`src/rtl/nand_stim_check_if.sv`:
```
// Signal bundle between the NAND stimulus/checker and its environment.
// master: the checker (drives gate inputs and results); slave: the gate/controller side.
interface nand_stim_check_if;
  logic       start;
  logic       y;
  logic       a;
  logic       b;
  logic       busy;
  logic       done;
  logic       pass;
  logic [2:0] err_count;
  logic [3:0] fail_vec;

  modport master (
    input  start, y,
    output a, b, busy, done, pass, err_count, fail_vec
  );

  modport slave (
    output start, y,
    input  a, b, busy, done, pass, err_count, fail_vec
  );
endinterface

```
`src/rtl/nand_stim_check.sv`:
```
// Applies the four input vectors to a 2-input NAND under test, holds each for HOLD_CYCLES,
// samples y at the end of each hold window and records mismatches.
module nand_stim_check #(
  parameter int unsigned HOLD_CYCLES = 10
) (
  input logic                clk,
  input logic                rst,
  nand_stim_check_if.master  bus
);

  typedef enum logic [1:0] {StIdle, StDrive, StDone} state_e;

  localparam logic [7:0] LastCnt = 8'(HOLD_CYCLES - 1);

  state_e     r_state, w_state_nxt;
  logic [1:0] r_vec, w_vec_nxt;
  logic [7:0] r_hcnt, w_hcnt_nxt;
  logic [2:0] r_err, w_err_nxt;
  logic [3:0] r_fail, w_fail_nxt;
  logic       r_pass, w_pass_nxt;
  logic       w_expected;
  logic       w_mismatch;

  always_ff @(posedge clk or posedge rst) begin
    if (rst) begin
      r_state <= StIdle;
      r_vec   <= 2'd0;
      r_hcnt  <= 8'd0;
      r_err   <= 3'd0;
      r_fail  <= 4'd0;
      r_pass  <= 1'b0;
    end else begin
      r_state <= w_state_nxt;
      r_vec   <= w_vec_nxt;
      r_hcnt  <= w_hcnt_nxt;
      r_err   <= w_err_nxt;
      r_fail  <= w_fail_nxt;
      r_pass  <= w_pass_nxt;
    end
  end

  // Case-inequality so an X/Z on y counts as a mismatch.
  assign w_expected = ~(r_vec[1] & r_vec[0]);
  assign w_mismatch = (bus.y !== w_expected);

  always_comb begin
    w_state_nxt = r_state;
    w_vec_nxt   = r_vec;
    w_hcnt_nxt  = r_hcnt;
    w_err_nxt   = r_err;
    w_fail_nxt  = r_fail;
    w_pass_nxt  = r_pass;
    unique case (r_state)
      StIdle, StDone: begin
        if (bus.start) begin
          w_state_nxt = StDrive;
          w_vec_nxt   = 2'd0;
          w_hcnt_nxt  = 8'd0;
          w_err_nxt   = 3'd0;
          w_fail_nxt  = 4'd0;
          w_pass_nxt  = 1'b0;
        end
      end
      StDrive: begin
        if (r_hcnt == LastCnt) begin
          if (w_mismatch) begin
            w_fail_nxt[r_vec] = 1'b1;
            w_err_nxt         = r_err + 3'd1;
          end
          w_hcnt_nxt = 8'd0;
          if (r_vec == 2'd3) begin
            w_state_nxt = StDone;
            w_pass_nxt  = (w_err_nxt == 3'd0);
          end else begin
            w_vec_nxt = r_vec + 2'd1;
          end
        end else begin
          w_hcnt_nxt = r_hcnt + 8'd1;
        end
      end
      default: w_state_nxt = StIdle;
    endcase
  end

  // vec stays at 3 through DONE, so a/b hold 1,1 there and are 0 in IDLE.
  assign bus.a         = r_vec[1];
  assign bus.b         = r_vec[0];
  assign bus.busy      = (r_state == StDrive);
  assign bus.done      = (r_state == StDone);
  assign bus.pass      = r_pass;
  assign bus.err_count = r_err;
  assign bus.fail_vec  = r_fail;

endmodule
```
`src/flat_wrapper.sv`:
```
// flat-port wrapper written by rule: the top's interface ports become plain ports
module nand_stim_check_flat 
#(
  parameter int unsigned HOLD_CYCLES = 10
)
  (clk, rst, bus_start, bus_y, bus_a, bus_b, bus_busy, bus_done, bus_pass, bus_err_count, bus_fail_vec);
  nand_stim_check_if bus_i ();
  input logic clk;
  input logic rst;
  input wire logic [$bits(bus_i.start)-1:0] bus_start;
  input wire logic [$bits(bus_i.y)-1:0] bus_y;
  output wire logic [$bits(bus_i.a)-1:0] bus_a;
  output wire logic [$bits(bus_i.b)-1:0] bus_b;
  output wire logic [$bits(bus_i.busy)-1:0] bus_busy;
  output wire logic [$bits(bus_i.done)-1:0] bus_done;
  output wire logic [$bits(bus_i.pass)-1:0] bus_pass;
  output wire logic [$bits(bus_i.err_count)-1:0] bus_err_count;
  output wire logic [$bits(bus_i.fail_vec)-1:0] bus_fail_vec;
  assign bus_i.start = bus_start;
  assign bus_i.y = bus_y;
  assign bus_a = bus_i.a;
  assign bus_b = bus_i.b;
  assign bus_busy = bus_i.busy;
  assign bus_done = bus_i.done;
  assign bus_pass = bus_i.pass;
  assign bus_err_count = bus_i.err_count;
  assign bus_fail_vec = bus_i.fail_vec;
  nand_stim_check #(.HOLD_CYCLES(HOLD_CYCLES)) u_core (.clk(clk), .rst(rst), .bus(bus_i));
endmodule
```
`config.mk`:
```
export PLATFORM = sky130hd
export DESIGN_NAME = nand_stim_check_flat
export DESIGN_NICKNAME = d
export VERILOG_FILES = /design/src/rtl/nand_stim_check_if.sv /design/src/rtl/nand_stim_check.sv /design/src/flat_wrapper.sv
export SDC_FILE = /design/constraint.sdc
export NUM_CORES = 1
export LEC_CHECK = 0
export ABC_AREA = 1
export CAP_MARGIN = 20
export CORE_MARGIN = 4
export CORE_UTILIZATION = 58
export CTS_CLUSTER_DIAMETER = 100
export DETAILED_ROUTE_END_ITERATION = 7
export PLACE_DENSITY_LB_ADDON = 0.05
export SYNTH_ARGS = -nofsm -noshare
export SYNTH_HDL_FRONTEND = slang
export SYNTH_SLANG_ARGS = --single-unit
```
`constraint.sdc`:
```
create_clock -name clk -period 2.5 [get_ports clk]
set_input_delay 0.25 -clock clk [delete_from_list [all_inputs] [get_ports clk]]
set_output_delay 0.25 -clock clk [all_outputs]
set_load 0.02 [all_outputs]
```
==> metrics.txt, run 1 <==
outcome=complete, no violations; first-pass GRT wire length=between 4000 and 5000 um; setup TNS=0 ps; antenna violations before repair=0; worst setup path endpoint=bus_busy; Antenna Cells=0; Crit. Startpoint=u_core.r_state[1]$_DFFE_PP0P_; post-synthesis sequential area ratio=39.4%; VDD IR max=approximately 650 uV; relative slew slack=around half; worst skew pair latency=~300 ps; Max Freq=around 520 MHz; post-route cell area=1480 um^2; RSZ-0062 raised after global routing=no; P per Cell Area=roughly 900 nW/um^2; postcts setup bufs=0; die area=between 3000 and 4000 um^2; Startpoint Class=flip-flop; CTS root buf=clkbuf_4; Cell variety after synth=29; worst r2r src=u_core.r_vec[0]$_DFFE_PP0P_; hold crit path type=in2async; ANT nets after route=0; final wirelength=around 2400 um; Slew Limit Fails=0; final hold violation count=0; register bit total from synthesis=20; Reg2Reg Depth=8; max-cap viol count=0; most common cell after layout, fill and taps aside=nand2_1; largest net degree at the start of global routing=21; clk sink count=20; kind of critical path=reg2out; via count=~1,000; commonest non-fill, non-tap cells in the layout=33 x nand2_1, 20 x dfrtp_1, 15 x clkdlybuf4s50_1, 13 x inv_1, 11 x nand3_1; syn nets=approximately 160; Crit Path Max Fanout=14; Post-Synthesis Cells=between 100 and 150; vias in the first global route=between 1,000 and 1,500; vias per cell=5.43; Setup Skew=between 2 and 3 ps; routability cong.=around 0.78; final setup fails=0; std cell rows=16; Period minus WS final=between 1500 and 2000 ps; cts repair resizes=0; Max Buffers Root-to-Sink=2; Worst EP arrival=about 1700 ps; GRT busiest layer=met2; CP Data Required Time=between 2000 and 2500 ps; Worst Max-Slew Pin Slew=approximately 770 ps; post-synthesis average cell area=8.83 um^2; Leak Pwr=0.686 nW; ratio of cells with drive above 1 in the final layout=21.0%; synthesized cell area=approximately 1300 um^2; Area growth syn-to-layout=16.4%; Starting Density=a little over three fifths; hold_buf cts=0; Die Y-Extent=54.8 um; cts bufs inserted=3; GR Layer Usage met3=approximately 3.0%; drt pass-1 iters=4; CP Capture Type=output port; RR Endpoint=u_core.bus.pass$_DFFE_PP0P_; gr usage total=20.5%; I/O pin cnt=16; htree depth=1; crit share post-route=77.3%; Port Buffers=15; Final #Nets=between 150 and 200; R2R Setup Slk=990 ps; Remaining Overflow, GRT=0; Die X=54.8 um; clock-pin slew on the worst setup and hold paths=~120 ps; clock tree from TritonCTS=built; met2 Use GR=between 30% and 40%; Iter 0 DRT Violations=10; GR Util met1=25.6%; core area=approximately 2000 um^2; HPWL Detailed=1890 um; Synth Warn #=0; Placed Instance Area=between 1000 and 1500 um^2; DRC=0; routed len/inst=about 13 um
-- synthesized netlist by cell type --
library cell,instances,share of area [%]
buf_6,1,0.89
nand2_1,33,9.7
nor2_2,1,0.49
o21bai_1,1,0.59
nand2_2,5,2.5
nand2_4,3,2.7
o21ai_1,3,1.2
a21oi_1,1,0.39
inv_1,13,3.8
o21ai_0,4,1.6
nand3_4,1,1.4
o21a_1,1,0.59
nor2_4,1,0.89
xor2_1,1,0.69
nand4_1,1,0.49
o22ai_1,3,1.5
a31o_2,1,0.69
nor3_1,1,0.39
nor2_1,10,3.0
inv_2,4,1.2
nor2_8,1,1.6
nand3_2,2,1.6
ha_1,8,7.9
dfrtp_1,20,39
nand3_1,11,4.3
o21ai_2,9,6.2
xnor2_1,1,0.69
nand2_8,2,3.1
o32ai_1,1,0.69
-- registers in the layout, summed over array words and instances (netlist names) --
signal,cells
u_core.r_hcnt,8
u_core.r_state,2
u_core.bus.pass,1
u_core.r_vec,2
u_core.bus.err_count,3
u_core.bus.fail_vec,4
-- worst min-delay path by stage --
stage | to | slack [ps] | depth (start not counted)
floorplan | u_core.bus.err_count[0]$_DFFE_PP0P_ | 210 | 1
global placement | u_core.bus.fail_vec[3]$_DFFE_PP0P_ | 470 | 2
detailed placement | u_core.bus.fail_vec[3]$_DFFE_PP0P_ | 490 | 2
CTS | u_core.bus.fail_vec[3]$_DFFE_PP0P_ | 400 | 2
global route | u_core.bus.fail_vec[3]$_DFFE_PP0P_ | 450 | 2
finish | u_core.bus.fail_vec[2]$_DFFE_PP0P_ | 370 | 2
-- power by group --
part | switching (mW) | internal [mW]
combinational | 0.328 | 0.271
clock | 0.104 | 0.0888
sequential | 0.142 | 0.439
total | 0.573 | 0.799
-- critical path, stage by stage (launching register included) --
cell,delay [ps]
dfrtp_1,460
nor2_8,270
clkdlybuf4s50_1,660
-- kinds of logic (layout without fill, tap and decap cells) --
logic type | count (synthesis) | after routing | synth area share (%)
AOI/OAI and AO/OA | 24 | 24 | 13.4
and+or+nand+nor | 72 | 72 | 32.1
DFF | 20 | 20 | 39.4
adders and majority gates | 8 | 8 | 7.87
xor gates and xnor gates | 2 | 2 | 1.38
buffers and inverters | 18 | 36 | 5.91
-- layer usage --
| metal | part of all wire (%) | vias up | routed length [um] |
|---|---|---|---|
| met5 | 0 | - | 0 |
| met4 | 1.6 | 0 | 38 |
| met3 | 4.7 | 4 | 113 |
| met2 | 49 | 26 | 1200 |
| met1 | 44 | 491 | 1070 |
| li1 | - | 505 | - |
-- layout make-up --
cell class	instances	area, um^2
multi-input cells	106	696
fillers	162	542
flip-flops and latches	20	500
repair buffers	15	150
inverters	17	63.8
clock buffers	4	36.3
well taps	27	33.8
-- per-stage QoR --
step,hold slack (ps),setup slack (ps),cells,power [mW],util [%]
CTS,402,561,189,1.39,73.2
floorplan,214,1140,144,0.994,-
global placement,474,913,185,1.16,71.4
detailed placement,491,918,185,1.19,71.4
finish,373,568,189,1.37,73.2
global route,448,485,189,1.49,73.2
Note: power is estimated with default switching activity, not from simulation.
==> inputs of run 2 (changes only) <==
- CORE_UTILIZATION: 58 -> 54
- clock period: 2.5 -> 1.8 ns (I/O delays scaled with it)
==> run 2 against run 1 <==
- hold slack lost 170 ps
- clock power increased by 39%
- global-route usage decreased by 2.4 points
- largest cell class unchanged
==> metrics.txt, run 2 (same netlist as run 1, synthesis figures left out) <==
CTS root buf=clkbuf_4 (unchanged); clock-pin slew on the worst setup and hold paths=120 ps (about the same); CP Data Required Time=1620 ps (was 2250 ps); CP top delay family=buffers and inverters (unchanged); Area growth syn-to-layout=17.8% (was 16.4%); Setup Skew=3.88 ps (was 2.70 ps); Max Buffers Root-to-Sink=2 (unchanged); setup TNS=0 ps (unchanged); Max Freq=596 MHz; CP Capture Type=output port (unchanged); core area=2230 um^2 (was 2020 um^2); hold crit path type=in2async (unchanged); final wirelength=2590 um (was 2420 um); die area=3190 um^2 (was 3000 um^2); Period minus WS final=~1700 ps; postcts setup bufs=0 (unchanged); kind of critical path=reg2out (unchanged); I/O pin cnt=16 (unchanged); routed len/inst=13.5 um (was 12.8 um); htree depth=1 (unchanged); hold_buf cts=0 (unchanged); clock tree from TritonCTS=built (unchanged); antenna violations before repair=0 (unchanged); relative slew slack=82.0% (was 48.9%); max FFs per register=8 (unchanged); Antenna Cells=0 (unchanged); Die Y-Extent=56.5 um (was 54.8 um); std cell rows=17 (was 16); Crit Path Max Fanout=2 (was 14); Worst EP arrival=1500 ps (was 1680 ps); Startpoint Class=flip-flop (unchanged); max-cap viol count=0 (unchanged); CP max-delay cell=clkdlybuf4s50_1 (unchanged); routability cong.=0.824 (was 0.784); first-pass GRT wire length=4530 um (was 4510 um); final worst-path setup slack=122 ps (was 568 ps); DRC=0 (unchanged); Final #Nets=177 (was 175); crit share post-route=between 90% and 100%; RSZ-0062 raised after global routing=no (unchanged); ANT nets after route=0 (unchanged); Starting Density=56.9% (was 62.9%); gr usage total=18.1% (was 20.5%); vias per cell=5.33 (was 5.43); most common cell after layout, fill and taps aside=nand2_1 (unchanged); Leak Pwr=0.694 nW (was 0.686 nW); Slowest Stage Delay on Critical Path=600 ps (was 660 ps); VDD IR max=875 uV (was 648 uV); cts bufs inserted=3 (unchanged); P per Cell Area=1280 nW/um^2 (was 927 nW/um^2); outcome=complete, no violations (unchanged); final hold violation count=0 (unchanged); worst skew pair latency=310 ps (was 300 ps); clk sink count=20 (unchanged); ratio of cells with drive above 1 in the final layout=22.6% (was 21.0%); HPWL Detailed=2060 um (was 1890 um); Port Buffers=15 (unchanged); Remaining Overflow, GRT=0 (unchanged); via count=1,024 (was 1,026); CP cell instances=inv_1 > nor2_1 > clkdlybuf4s50_1 (was nor2_8 > clkdlybuf4s50_1); Filler Cell Count=191 (was 162); final setup fails=0 (unchanged); largest net degree at the start of global routing=21 (unchanged); Slew Limit Fails=0 (unchanged); Most flops, register=u_core.r_hcnt (unchanged); commonest non-fill, non-tap cells in the layout=33 x nand2_1, 19 x dfrtp_1, 15 x clkdlybuf4s50_1, 13 x inv_1, 11 x nand3_1 (was 33 x nand2_1, 20 x dfrtp_1, 15 x clkdlybuf4s50_1, 13 x inv_1, 11 x nand3_1); vias in the first global route=1,013 (was 1,058); CP bufs+invs=2 (was 1); Worst Max-Slew Pin Slew=270 ps (was 766 ps); Iter 0 DRT Violations=33 (was 10); Hold WS=200 ps (was 373 ps); Die X=56.5 um (was 54.8 um); dpl ws=291 ps (was 918 ps); drt pass-1 iters=4 (unchanged)
[run 2: timing repair]
item	in CTS	in global routing
endpoints found under the setup margin	0	1
gates resized for setup	0	1
hold endpoints to repair	0	0
[run 2: per-layer routing]
metal  global-route usage, %  share of wire [%]
met5                       0                  0
met4                    8.81                1.5
met3                    2.07                1.9
met2                    31.4                 53
met1                    22.0                 44
[run 2: cell type report]
cell class                 count  area (um^2)  area share, %
clock buffer                   4         36.3           2.42
multi-input combinational    106          696           46.4
timing repair buffer          17          165           11.0
tap                           28         35.0           2.34
inverter                      17         63.8           4.26
sequential                    20          502           33.5
[run 2: stage by stage]
step | instance area [um^2] | power, mW | cells | util (%)
detailed placement | 1460 | 1.67 | 188 | 65.4
floorplan | 1270 | 1.38 | 144 | -
global route | 1500 | 2.06 | 192 | 67.1
finish | 1500 | 1.91 | 192 | 67.1
CTS | 1500 | 1.94 | 192 | 67.0
global placement | 1460 | 1.62 | 188 | 65.4
[run 2: path summary, 6_finish.rpt]
| check | start | end | slack, ps | depth (start not counted) |
|---|---|---|---|---|
| worst max register to register | u_core.r_hcnt[1]$_DFFE_PP0P_ | u_core.bus.fail_vec[2]$_DFFE_PP0P_ | 280 | 9 |
| min in group clk | bus_start | u_core.r_state[1]$_DFFE_PP0P_ | 480 | 2 |
| max in group asynchronous | rst | u_core.r_state[1]$_DFFE_PP0P_ | 1370 | 3 |
| worst min register to register | u_core.bus.fail_vec[3]$_DFFE_PP0P_ | u_core.bus.fail_vec[3]$_DFFE_PP0P_ | 500 | 2 |
| worst max-delay path | u_core.r_state[1]$_DFFE_PP0P_ | bus_done | 120 | 3 |
| worst min-delay path | rst | u_core.r_hcnt[6]$_DFFE_PP0P_ | 200 | 3 |
[run 2: report_power, final]
| group | switching (mW) | total (mW) | internal, mW |
|---|---|---|---|
| logic | 0.456 | 0.836 | 0.380 |
| registers | 0.201 | 0.811 | 0.610 |
| clock network | 0.144 | 0.268 | 0.124 |
| total | 0.801 | 1.91 | 1.11 |
[run 2: worst reg2reg max path, cell delays in order (launching register included)]
cell     delay [ps]
dfrtp_1         440
inv_1            90
ha_1            180
nand3_4         100
nor2_4          180
nand2_4         110
nand2_8         110
nand2_8          80
nand2_1          70
o21ai_2          50
==> inputs of run 3 (changes only) <==
- SKIP_LAST_GASP: not set -> 1
==> results of run 3 <==
The final DEF is identical to that of run 2; final timing and power are the same.
